### config.mk
export PLATFORM = sky130hd
export DESIGN_NAME = output_drainer_flat
export DESIGN_NICKNAME = d
export VERILOG_FILES = /design/src/rtl/output_drainer_if.sv /design/src/rtl/output_drainer.sv /design/src/flat_wrapper.sv
export SDC_FILE = /design/constraint.sdc
export NUM_CORES = 1
export LEC_CHECK = 0
export CORE_MARGIN = 2
export CORE_UTILIZATION = 66
export DETAILED_ROUTE_END_ITERATION = 8
export DONT_BUFFER_PORTS = 1
export HOLD_SLACK_MARGIN = 0.15
export PLACE_DENSITY = 0.82
export SLEW_MARGIN = 30
export SYNTH_ARGS = -nofsm -noshare
export SYNTH_HDL_FRONTEND = slang
export SYNTH_SLANG_ARGS = --single-unit
### constraint.sdc
create_clock -name clk -period 6.1 [get_ports clk]
set_clock_uncertainty 0.15 [all_clocks]
set_input_delay 0.915 -clock clk [delete_from_list [all_inputs] [get_ports clk]]
set_output_delay 0.915 -clock clk [all_outputs]
set_load 0.01 [all_outputs]
### src/rtl/output_drainer_if.sv
// Handshake bundle linking the accumulator source, the output drainer and the downstream word sink.
// The master modport is the environment side; the slave modport is the drainer.
interface output_drainer_if #(
  parameter int PSUM_WIDTH   = 20,
  parameter int M            = 8,
  parameter int DATA_WIDTH   = 8,
  parameter int STREAM_WIDTH = 4
);
  logic                                start;
  logic [15:0]                         cfg_total_vec;
  logic [4:0]                          cfg_shift;
  logic                                cfg_relu;
  logic                                in_valid;
  logic                                in_ready;
  logic signed [PSUM_WIDTH-1:0]        in_data [0:M-1];
  logic [DATA_WIDTH*STREAM_WIDTH-1:0]  out_data;
  logic                                out_valid;
  logic                                out_ready;
  logic                                out_last;
  logic                                busy;
  logic                                done;

  modport master (
    output start, cfg_total_vec, cfg_shift, cfg_relu, in_valid, in_data, out_ready,
    input  in_ready, out_data, out_valid, out_last, busy, done
  );

  modport slave (
    input  start, cfg_total_vec, cfg_shift, cfg_relu, in_valid, in_data, out_ready,
    output in_ready, out_data, out_valid, out_last, busy, done
  );
endinterface

### src/rtl/output_drainer.sv
// Requantises accumulator vectors into a two-entry FIFO and streams them out as packed words,
// STREAM_WIDTH lanes per word, for a job of cfg_total_vec vectors.
module output_drainer #(
  parameter int PSUM_WIDTH   = 20,
  parameter int M            = 8,
  parameter int DATA_WIDTH   = 8,
  parameter int STREAM_WIDTH = 4
) (
  input  logic             clk,
  input  logic             rst,
  output_drainer_if.slave  bus
);
  localparam int W      = M / STREAM_WIDTH;
  localparam int WIDX_W = (W > 1) ? $clog2(W) : 1;
  localparam int LANE_W = (M > 1) ? $clog2(M) : 1;
  localparam int WORD_W = DATA_WIDTH * STREAM_WIDTH;
  localparam logic [WIDX_W-1:0] LAST_IDX = WIDX_W'(W - 1);
  localparam logic signed [PSUM_WIDTH-1:0] SAT_MAX = PSUM_WIDTH'((1 << (DATA_WIDTH - 1)) - 1);
  localparam logic signed [PSUM_WIDTH-1:0] SAT_MIN = ~SAT_MAX;

  typedef enum logic [1:0] {IDLE, RUN, DONE} state_t;

  state_t                  state_q, state_d;
  logic [15:0]             total_q, total_d;
  logic [4:0]              shift_q, shift_d;
  logic                    relu_q, relu_d;
  logic [15:0]             acc_cnt_q, acc_cnt_d;
  logic [15:0]             emit_cnt_q, emit_cnt_d;
  logic [WIDX_W-1:0]       word_idx_q, word_idx_d;
  logic                    wr_ptr_q, wr_ptr_d;
  logic                    rd_ptr_q, rd_ptr_d;
  logic [1:0]              count_q, count_d;
  logic [DATA_WIDTH-1:0]   buf_q [0:1][0:M-1];
  logic [DATA_WIDTH-1:0]   buf_d [0:1][0:M-1];
  logic [DATA_WIDTH-1:0]   cap   [0:M-1];

  logic                    in_ready;
  logic                    out_valid;
  logic                    out_last;
  logic                    push;
  logic                    pop_word;
  logic                    pop_vec;
  logic [WORD_W-1:0]       word;

  // Floor shift, optional ReLU, then saturate to the signed output range.
  function automatic logic [DATA_WIDTH-1:0] requant(input logic signed [PSUM_WIDTH-1:0] v,
                                                    input logic [4:0] sh,
                                                    input logic relu);
    logic signed [PSUM_WIDTH-1:0] s;
    s = v >>> sh;
    if (relu && s[PSUM_WIDTH-1]) s = '0;
    if (s > SAT_MAX)      s = SAT_MAX;
    else if (s < SAT_MIN) s = SAT_MIN;
    return s[DATA_WIDTH-1:0];
  endfunction

  always_comb begin
    for (int i = 0; i < M; i++) cap[i] = requant(bus.in_data[i], shift_q, relu_q);
  end

  assign in_ready  = (state_q == RUN) && (count_q != 2'd2) && (acc_cnt_q < total_q);
  assign out_valid = (state_q == RUN) && (count_q != 2'd0);
  assign out_last  = out_valid && (word_idx_q == LAST_IDX) && (emit_cnt_q == total_q - 16'd1);
  assign push      = bus.in_valid && in_ready;
  assign pop_word  = out_valid && bus.out_ready;
  assign pop_vec   = pop_word && (word_idx_q == LAST_IDX);

  // NOTE: every always_comb output gets a default first so no path leaves it unassigned (no latches).
  always_comb begin
    state_d    = state_q;
    total_d    = total_q;
    shift_d    = shift_q;
    relu_d     = relu_q;
    acc_cnt_d  = acc_cnt_q;
    emit_cnt_d = emit_cnt_q;
    word_idx_d = word_idx_q;
    wr_ptr_d   = wr_ptr_q;
    rd_ptr_d   = rd_ptr_q;
    count_d    = count_q;
    buf_d      = buf_q;

    case (state_q)
      IDLE: begin
        if (bus.start) begin
          total_d    = bus.cfg_total_vec;
          shift_d    = bus.cfg_shift;
          relu_d     = bus.cfg_relu;
          acc_cnt_d  = '0;
          emit_cnt_d = '0;
          word_idx_d = '0;
          wr_ptr_d   = 1'b0;
          rd_ptr_d   = 1'b0;
          count_d    = '0;
          state_d    = (bus.cfg_total_vec == 16'd0) ? DONE : RUN;
        end
      end
      RUN: begin
        if (push) begin
          buf_d[wr_ptr_q] = cap;
          wr_ptr_d        = ~wr_ptr_q;
          acc_cnt_d       = acc_cnt_q + 16'd1;
        end
        if (pop_word) word_idx_d = pop_vec ? '0 : word_idx_q + WIDX_W'(1);
        if (pop_vec) begin
          rd_ptr_d   = ~rd_ptr_q;
          emit_cnt_d = emit_cnt_q + 16'd1;
        end
        count_d = count_q + {1'b0, push} - {1'b0, pop_vec};
        if (pop_word && out_last) state_d = DONE;
      end
      DONE:    state_d = IDLE;
      default: state_d = IDLE;
    endcase
  end

  // Lane k*S+u of the head entry lands u slots below the top of the word.
  always_comb begin
    word = '0;
    for (int u = 0; u < STREAM_WIDTH; u++) begin
      word[WORD_W-1-u*DATA_WIDTH -: DATA_WIDTH] =
        buf_q[rd_ptr_q][LANE_W'(int'(word_idx_q) * STREAM_WIDTH + u)];
    end
  end

  // NOTE: sequential state uses non-blocking assignments so all flops update from pre-edge values.
  always_ff @(posedge clk or posedge rst) begin
    if (rst) begin
      state_q    <= IDLE;
      total_q    <= '0;
      shift_q    <= '0;
      relu_q     <= 1'b0;
      acc_cnt_q  <= '0;
      emit_cnt_q <= '0;
      word_idx_q <= '0;
      wr_ptr_q   <= 1'b0;
      rd_ptr_q   <= 1'b0;
      count_q    <= '0;
    end else begin
      state_q    <= state_d;
      total_q    <= total_d;
      shift_q    <= shift_d;
      relu_q     <= relu_d;
      acc_cnt_q  <= acc_cnt_d;
      emit_cnt_q <= emit_cnt_d;
      word_idx_q <= word_idx_d;
      wr_ptr_q   <= wr_ptr_d;
      rd_ptr_q   <= rd_ptr_d;
      count_q    <= count_d;
    end
  end

  // NOTE: buffer storage is not reset; count_q marks entries invalid and out_data is gated by out_valid.
  always_ff @(posedge clk) begin
    buf_q <= buf_d;
  end

  assign bus.in_ready  = in_ready;
  assign bus.out_valid = out_valid;
  assign bus.out_last  = out_last;
  assign bus.out_data  = out_valid ? word : '0;
  assign bus.busy      = (state_q == RUN) || (state_q == DONE);
  assign bus.done      = (state_q == DONE);
endmodule

### src/flat_wrapper.sv
// flat-port wrapper written by rule: the top's interface ports become plain ports
module output_drainer_flat 
#(
  parameter int PSUM_WIDTH   = 20,
  parameter int M            = 8,
  parameter int DATA_WIDTH   = 8,
  parameter int STREAM_WIDTH = 4
)
  (clk, rst, bus_start, bus_cfg_total_vec, bus_cfg_shift, bus_cfg_relu, bus_in_valid, bus_in_data, bus_out_ready, bus_in_ready, bus_out_data, bus_out_valid, bus_out_last, bus_busy, bus_done);
  output_drainer_if #(.PSUM_WIDTH(PSUM_WIDTH), .M(M), .DATA_WIDTH(DATA_WIDTH), .STREAM_WIDTH(STREAM_WIDTH)) bus_i ();
  input  logic clk;
  input  logic rst;
  input wire logic [$bits(bus_i.start)-1:0] bus_start;
  input wire logic [$bits(bus_i.cfg_total_vec)-1:0] bus_cfg_total_vec;
  input wire logic [$bits(bus_i.cfg_shift)-1:0] bus_cfg_shift;
  input wire logic [$bits(bus_i.cfg_relu)-1:0] bus_cfg_relu;
  input wire logic [$bits(bus_i.in_valid)-1:0] bus_in_valid;
  input wire logic [$bits(bus_i.in_data)-1:0] bus_in_data;
  input wire logic [$bits(bus_i.out_ready)-1:0] bus_out_ready;
  output wire logic [$bits(bus_i.in_ready)-1:0] bus_in_ready;
  output wire logic [$bits(bus_i.out_data)-1:0] bus_out_data;
  output wire logic [$bits(bus_i.out_valid)-1:0] bus_out_valid;
  output wire logic [$bits(bus_i.out_last)-1:0] bus_out_last;
  output wire logic [$bits(bus_i.busy)-1:0] bus_busy;
  output wire logic [$bits(bus_i.done)-1:0] bus_done;
  assign bus_i.start = bus_start;
  assign bus_i.cfg_total_vec = bus_cfg_total_vec;
  assign bus_i.cfg_shift = bus_cfg_shift;
  assign bus_i.cfg_relu = bus_cfg_relu;
  assign bus_i.in_valid = bus_in_valid;
  assign bus_i.in_data = {>>{bus_in_data}};
  assign bus_i.out_ready = bus_out_ready;
  assign bus_in_ready = bus_i.in_ready;
  assign bus_out_data = bus_i.out_data;
  assign bus_out_valid = bus_i.out_valid;
  assign bus_out_last = bus_i.out_last;
  assign bus_busy = bus_i.busy;
  assign bus_done = bus_i.done;
  output_drainer #(.PSUM_WIDTH(PSUM_WIDTH), .M(M), .DATA_WIDTH(DATA_WIDTH), .STREAM_WIDTH(STREAM_WIDTH)) u_core (.clk(clk), .rst(rst), .bus(bus_i));
endmodule
==> summary.txt, run 1 <==
Finish
  – Final design instance area without fill: 18500 sq um
  – Synthesis-to-layout area growth: 2.53%
  – Ratio of cells with drive above 1 in the final layout: 0.172
  – Count of filler cells inserted in the layout: 2070
  – Antenna Diode Count: 0
  – Commonest non-fill, non-tap cell in the layout: nand2_1
  – Finished Core Util: 0.687
  – Net total in the final layout: 1922
  – Highest-count cells in the layout ignoring fill and taps: nand2_1, mux2i_1, edfxtp_1

Power and ir drop
  – Total power density per cell area: 150 nW/um^2
  – Static power due to leakage: 6.48 nW
  – Worst vdd rail ir drop: 0.171 mV
  – Power, Total: 2.77 mW

Floorplan
  – Starting utilization of the core area: 0.670
  – Area of the core region: 26900 sq um
  – Floorplan die area: 28600 sq um
  – DIE HEIGHT: 169 microns
  – Row cnt: 60
  – Horiz. Die Dim: 169 microns
  – Number of top-level pins: 224

Global route
  – Antenna violations before repair: 1
  – Wire length of the first global-routing pass: 85600 microns
  – Maximum number of pins on one net before global-route repair: 97
  – Total congestion overflow after global routing: 0
  – GR met3 Demand/Resource: 0.0921
  – Global router's overall resource usage: 0.383
  – Most crowded layer after global routing: met2
  – GR Layer Usage met1: 0.551
  – Global-route met2 utilization: 0.573
  – Via count of the first global-routing pass: 15.0k

STA
  – Post-layout min period: 4.51 ns
  – Setup repair after global routing missed its margin: false
  – Final setup fails: 0
  – TNS Setup: 0 ns
  – Total count of hold-check failures in the final report: 0
  – Worst-case hold slack: 0.423 ns
  – Slew of the pin with the lowest slew margin: 1.01 ns
  – Slew headroom: 0.322
  – Final period util: 0.739
  – Highest achievable clock rate: 222 MHz
  – Count of pins over their slew limit: 0

Synthesis
  – Area of the mapped netlist: 18000 sq um
  – Cell types with the largest area share after synthesis: edfxtp_1, mux4_2, dfrtp_1
  – Yosys top cell area share: 0.214
  – Main flop type after synthesis: edfxtp_1
  – Gate count after technology mapping: 1821
  – Flip-flop and latch count after synthesis: 189
  – Number of distinct library cell variants in the gate-level netlist after synthesis: 96
  – Synth Net Count: 2031
  – Leading area contributor after synthesis: edfxtp_1
  – Average instance area after synthesis: 9.88 sq um
  – Proportion of register bits with asynchronous set or reset after synthesis: 0.323
  – Number of flops mapped to enable cells by yosys: 128
  – Portion of the post-synthesis area used by sequential elements: 0.298
  – Number of warning messages in the yosys log: 0

Clocking
  – Level count of the clock H-tree: 4
  – CTS max path bufs: 2
  – Clock transition at path regs: 0.08 ns
  – Clock sink total: 189
  – CTS tree: built
  – Number of clock buffers inserted by TritonCTS: 17
  – Insertion delay of the later-clocked pin in the worst-skew pair: 0.44 ns
  – # Post-CTS Setup Buffers: 0
  – Hold-fix buffer count after cts: 0
  – Post_cts resized: 0
  – Master cell of the clock root buffer: clkbuf_16

Critical path
  – Data required time of the critical path: 6.15 ns
  – Worst EP arrival: 4.56 ns
  – Kind of start point of the critical path: flop
  – Type of the worst setup path: flop to flop
  – Maximum fanout encountered on the critical timing path: 68
  – Crit end category: flop

Status
  – Outcome: complete, no violations

Hold path
  – Kind of path behind the tightest hold check: flop to flop

Place
  – Post-detailed-placement half-perimeter wirelength: 40100 microns
  – Placement-stage cell area: 17900 sq um
  – Routability-driven placement congestion ratio: 1.02
  – Count of input and output buffers: 0

Drt
  – Total routed wirelength: 55100 microns
  – Count of antenna-violating nets left after detailed routing: 0
  – DRC Markers: 0
  – DRC marker count from the first detailed-route iteration: 2505
  – Via total after detailed routing: 15.9k
  – Detailed-route vias per instance: 7.69
  – DR pass1 iterations: 6
  – WL per Instance: 26.7 microns

Run
  – Max-capacitance violation count: 0
==> critical path, cell delays in order, from the launching register on <==
cell      delay, ns
dfrtp_4        0.93
clkinv_2       0.95
buf_4          0.52
a211oi_1       0.19
o21bai_1       0.20
nand3_1        0.12
a221oi_1       0.39
a22oi_1        0.31
o21ai_0        0.43
==> power breakdown <==
part	leakage, nW	internal, mW	switching (mW)
Clock	0.278	0.546	0.544
Combinational	4.22	0.135	0.172
Sequential	1.98	1.37	0
Total	6.48	2.05	0.716
==> final timing paths <==
check / from / slack [ns] / endpoint / cells past startpoint
setup reg to reg: u_core.shift_q[2] / 1.59 / u_core.buf_q[76] / 8
hold reg to reg: u_core.acc_cnt_q[15] / 0.42 / u_core.acc_cnt_q[15] / 2
max in group asynchronous: rst / 4.76 / u_core.rd_ptr_q / 2
min in group asynchronous: rst / 0.43 / u_core.shift_q[1] / 2
hold / removal: u_core.acc_cnt_q[15] / 0.42 / u_core.acc_cnt_q[15] / 2
setup / recovery: u_core.shift_q[2] / 1.59 / u_core.buf_q[76] / 8
==> synthesized netlist by cell type (14+ instances only) <==
master,n
o22ai_1,21
xnor2_1,25
and2_1,47
dfrtp_1,61
a21oi_1,106
nand2b_1,20
nor2b_1,19
a31oi_1,17
clkbuf_1,68
nor2_1,122
inv_1,47
o21ai_0,83
xor2_1,14
and3_1,14
nand2_1,153
nand3_1,33
mux2i_1,149
buf_4,21
buf_1,15
nor3_1,22
nand4_1,16
mux4_2,105
edfxtp_1,128
ha_1,23
o211ai_1,36
a211oi_1,47
mux2_2,90
buf_2,40
==> cells by family (layout without fill, tap and decap cells) <==
group	after synthesis	in the layout	synth area share
AOI/OAI and AO/OA	504	504	0.194
xor gates and xnor gates	39	39	0.0190
adders and majority gates	23	23	0.0160
buffers and inverters	202	106	0.0540
DFF	189	189	0.298
muxes	347	347	0.275
and+or+nand+nor	517	517	0.143
==> state kept, by name, summed over array words and instances (netlist names) <==
| name | flops |
|---|---|
| u_core.shift_q | 5 |
| u_core.acc_cnt_q | 16 |
| u_core.count_q | 2 |
| u_core.total_q | 16 |
| u_core.rd_ptr_q | 1 |
| u_core.state_q | 2 |
| u_core.relu_q | 1 |
| u_core.emit_cnt_q | 16 |
| u_core.word_idx_q | 1 |
| u_core.buf_q | 128 |
| u_core.wr_ptr_q | 1 |
==> routing by layer <==
metal	share of wire	up-vias
met5	0.00018	-
met4	0.036	2
li1	-	6903
met2	0.44	1171
met3	0.12	152
met1	0.40	7668
==> final cells by class <==
class,count,area (sq um),share of cell area
clock buffer,17,425,0.0231
clock inverter,15,148,0.00800
inverter,49,186,0.0101
multi-input combinational,1430,11700,0.632
sequential,189,5390,0.292
tap,341,427,0.0231
timing repair buffer,25,213,0.0115
==> metrics by stage <==
| stage | instances | setup WS, ns |
|---|---|---|
| finish | 2066 | 1.59 |
| global route | 2066 | 1.44 |
| CTS | 2066 | 1.69 |
| detailed placement | 2034 | 1.86 |
| global placement | 2034 | 2.05 |
| floorplan | 1821 | 0.992 |
(Power assumes the default switching activity.)
==> run 2, diff against run 1 <==
==> constraint.sdc (replaced) <==
create_clock -name clk -period 4.4 [get_ports clk]
set_clock_uncertainty 0.15 [all_clocks]
set_input_delay 0.66 -clock clk [delete_from_list [all_inputs] [get_ports clk]]
set_output_delay 0.66 -clock clk [all_outputs]
set_load 0.01 [all_outputs]
==> summary.txt, run 2 (synthesis results as in run 1) <==
STA
  – Final setup fails: 0 (unchanged)
  – Slew headroom: 0.310 (-0.0124)
  – Highest achievable clock rate: 241 MHz
  – TNS Setup: 0 ns (unchanged)
  – Count of pins over their slew limit: 0 (unchanged)
  – Final period util: 0.942
  – Post-layout min period: 4.14 ns
  – Slew of the pin with the lowest slew margin: 1.03 ns (+0.0202 ns)
  – Total count of hold-check failures in the final report: 0 (unchanged)
  – Setup repair after global routing missed its margin: false

Critical path
  – Maximum fanout encountered on the critical timing path: 6 (-91%)
  – Worst EP arrival: 3.33 ns (-1.23 ns)
  – Type of the worst setup path: flop to output pin
  – Crit end category: output pin
  – Kind of start point of the critical path: flop
  – Data required time of the critical path: 3.59 ns (-2.56 ns)

Floorplan
  – Row cnt: 60 (unchanged)
  – Area of the core region: 26900 sq um (unchanged)
  – Starting utilization of the core area: 0.670 (unchanged)
  – DIE HEIGHT: 169 microns (unchanged)
  – Horiz. Die Dim: 169 microns (unchanged)
  – Number of top-level pins: 224 (unchanged)
  – Floorplan die area: 28600 sq um (unchanged)

Clocking
  – CTS max path bufs: 2 (unchanged)
  – CTS tree: built
  – Post_cts resized: 0 (unchanged)
  – Master cell of the clock root buffer: clkbuf_16
  – Number of clock buffers inserted by TritonCTS: 17 (unchanged)
  – Level count of the clock H-tree: 4 (unchanged)
  – Clock transition at path regs: 0.08 ns (about the same)
  – Insertion delay of the later-clocked pin in the worst-skew pair: 0.44 ns (about the same)
  – Clock sink total: 189 (unchanged)

Finish
  – Synthesis-to-layout area growth: 4.24%
  – Ratio of cells with drive above 1 in the final layout: 0.189 (+0.0179)
  – Most flop-heavy register: u_core.buf_q
  – Highest-count cells in the layout ignoring fill and taps: nand2_1, mux2i_1, edfxtp_1
  – Finished Core Util: 0.698 (+0.0115)
  – Commonest non-fill, non-tap cell in the layout: nand2_1
  – Number of flip-flops in the largest register: 128 (unchanged)
  – Antenna Diode Count: 0 (unchanged)
  – Net total in the final layout: 1960 (+2.0%)

Power and ir drop
  – Total power density per cell area: 205 nW/um^2 (+36%)
  – Static power due to leakage: 6.67 nW (+3.0%)
  – Worst vdd rail ir drop: 0.279 mV (+63%)
  – Power, Total: 3.84 mW (+39%)

Status
  – Outcome: complete, no violations

Place
  – Post-detailed-placement half-perimeter wirelength: 42500 microns (+5.8%)
  – Count of input and output buffers: 0 (unchanged)
  – Routability-driven placement congestion ratio: 1.05 (+3.0%)

Drt
  – Via total after detailed routing: 15.8k (-0.47%)
  – DRC Markers: 0 (unchanged)
  – DR pass1 iterations: 8 (+2)
  – Detailed-route vias per instance: 7.52 (-2.3%)
  – Count of antenna-violating nets left after detailed routing: 0 (unchanged)
  – Total routed wirelength: 56300 microns (+2.1%)
  – DRC marker count from the first detailed-route iteration: 1782 (-29%)
  – WL per Instance: 26.7 microns (+0.30%)

Global route
  – Via count of the first global-routing pass: 15.2k (+1.7%)
  – Maximum number of pins on one net before global-route repair: 65 (-33%)
  – Wire length of the first global-routing pass: 87400 microns (+2.2%)
  – Global router's overall resource usage: 0.393 (+0.00981)
  – Antenna violations before repair: 0 (-1)
  – Total congestion overflow after global routing: 0 (unchanged)

Hold path
  – Kind of path behind the tightest hold check: input pin to flop

Run
  – Max-capacitance violation count: 0 (unchanged)
-- run 2: routing by layer --
layer,wire (microns),share of wire,global-route usage
met5,0,0,0
met4,2350,0.042,0.158
met1,22100,0.39,0.550
met3,6990,0.12,0.0987
met2,24800,0.44,0.589
-- run 2: cell type report --
class	count	area [sq um]
Multi-Input combinational cell	1430	11700
Fill cell	2023	8120
Sequential cell	189	5390
Clock buffer	18	429
Inverter	49	185
Clock inverter	14	145
Tap cell	341	427
Timing Repair Buffer	63	513
-- run 2: worst paths after layout --
path / startpoint / endpoint / slack, ns / cells after the start
hold reg to reg: u_core.total_q[1] / u_core.total_q[1] / 0.41 / 1
max in group asynchronous: rst / u_core.shift_q[3] / 2.50 / 3
setup reg to reg: u_core.shift_q[1] / u_core.buf_q[41] / 0.52 / 8
min in group asynchronous: rst / u_core.shift_q[4] / 0.66 / 2
setup / recovery: u_core.total_q[5] / bus_out_last / 0.26 / 7
hold / removal: bus_cfg_total_vec[6] / u_core.total_q[6] / 0.22 / 1
-- run 2: report_power, final --
group	internal (mW)	switching (mW)
logic	0.188	0.238
registers	1.90	0
clock network	0.759	0.754
total	2.85	0.992
-- run 2: what timing repair did --
| item | 4_1_cts | 5_1_grt |
|---|---|---|
| hold buffers | 1 | 0 |
| hold endpoints to repair | 30 | 0 |
| endpoints found under the setup margin | 0 | 0 |
| setup buffers | 0 | 0 |
-- run 2: metrics by stage --
step                cells  setup slack, ns  hold slack, ns  area [sq um]
floorplan            1821            0.364           0.349         18000
global placement     2071            0.754           0.381         18200
detailed placement   2071            0.694           0.398         18200
CTS                  2104            0.255           0.207         18800
global route         2104           0.0927           0.209         18800
finish               2104            0.256           0.216         18800
-- run 2: critical path: stages (launching register included) --
cell      delay [ns]
dfrtp_1         0.44
or4_1           0.63
nor2_1          0.27
nand2_1         0.10
or4_1           0.51
o211ai_1        0.21
nand4_1         0.15
nor4b_1         0.58
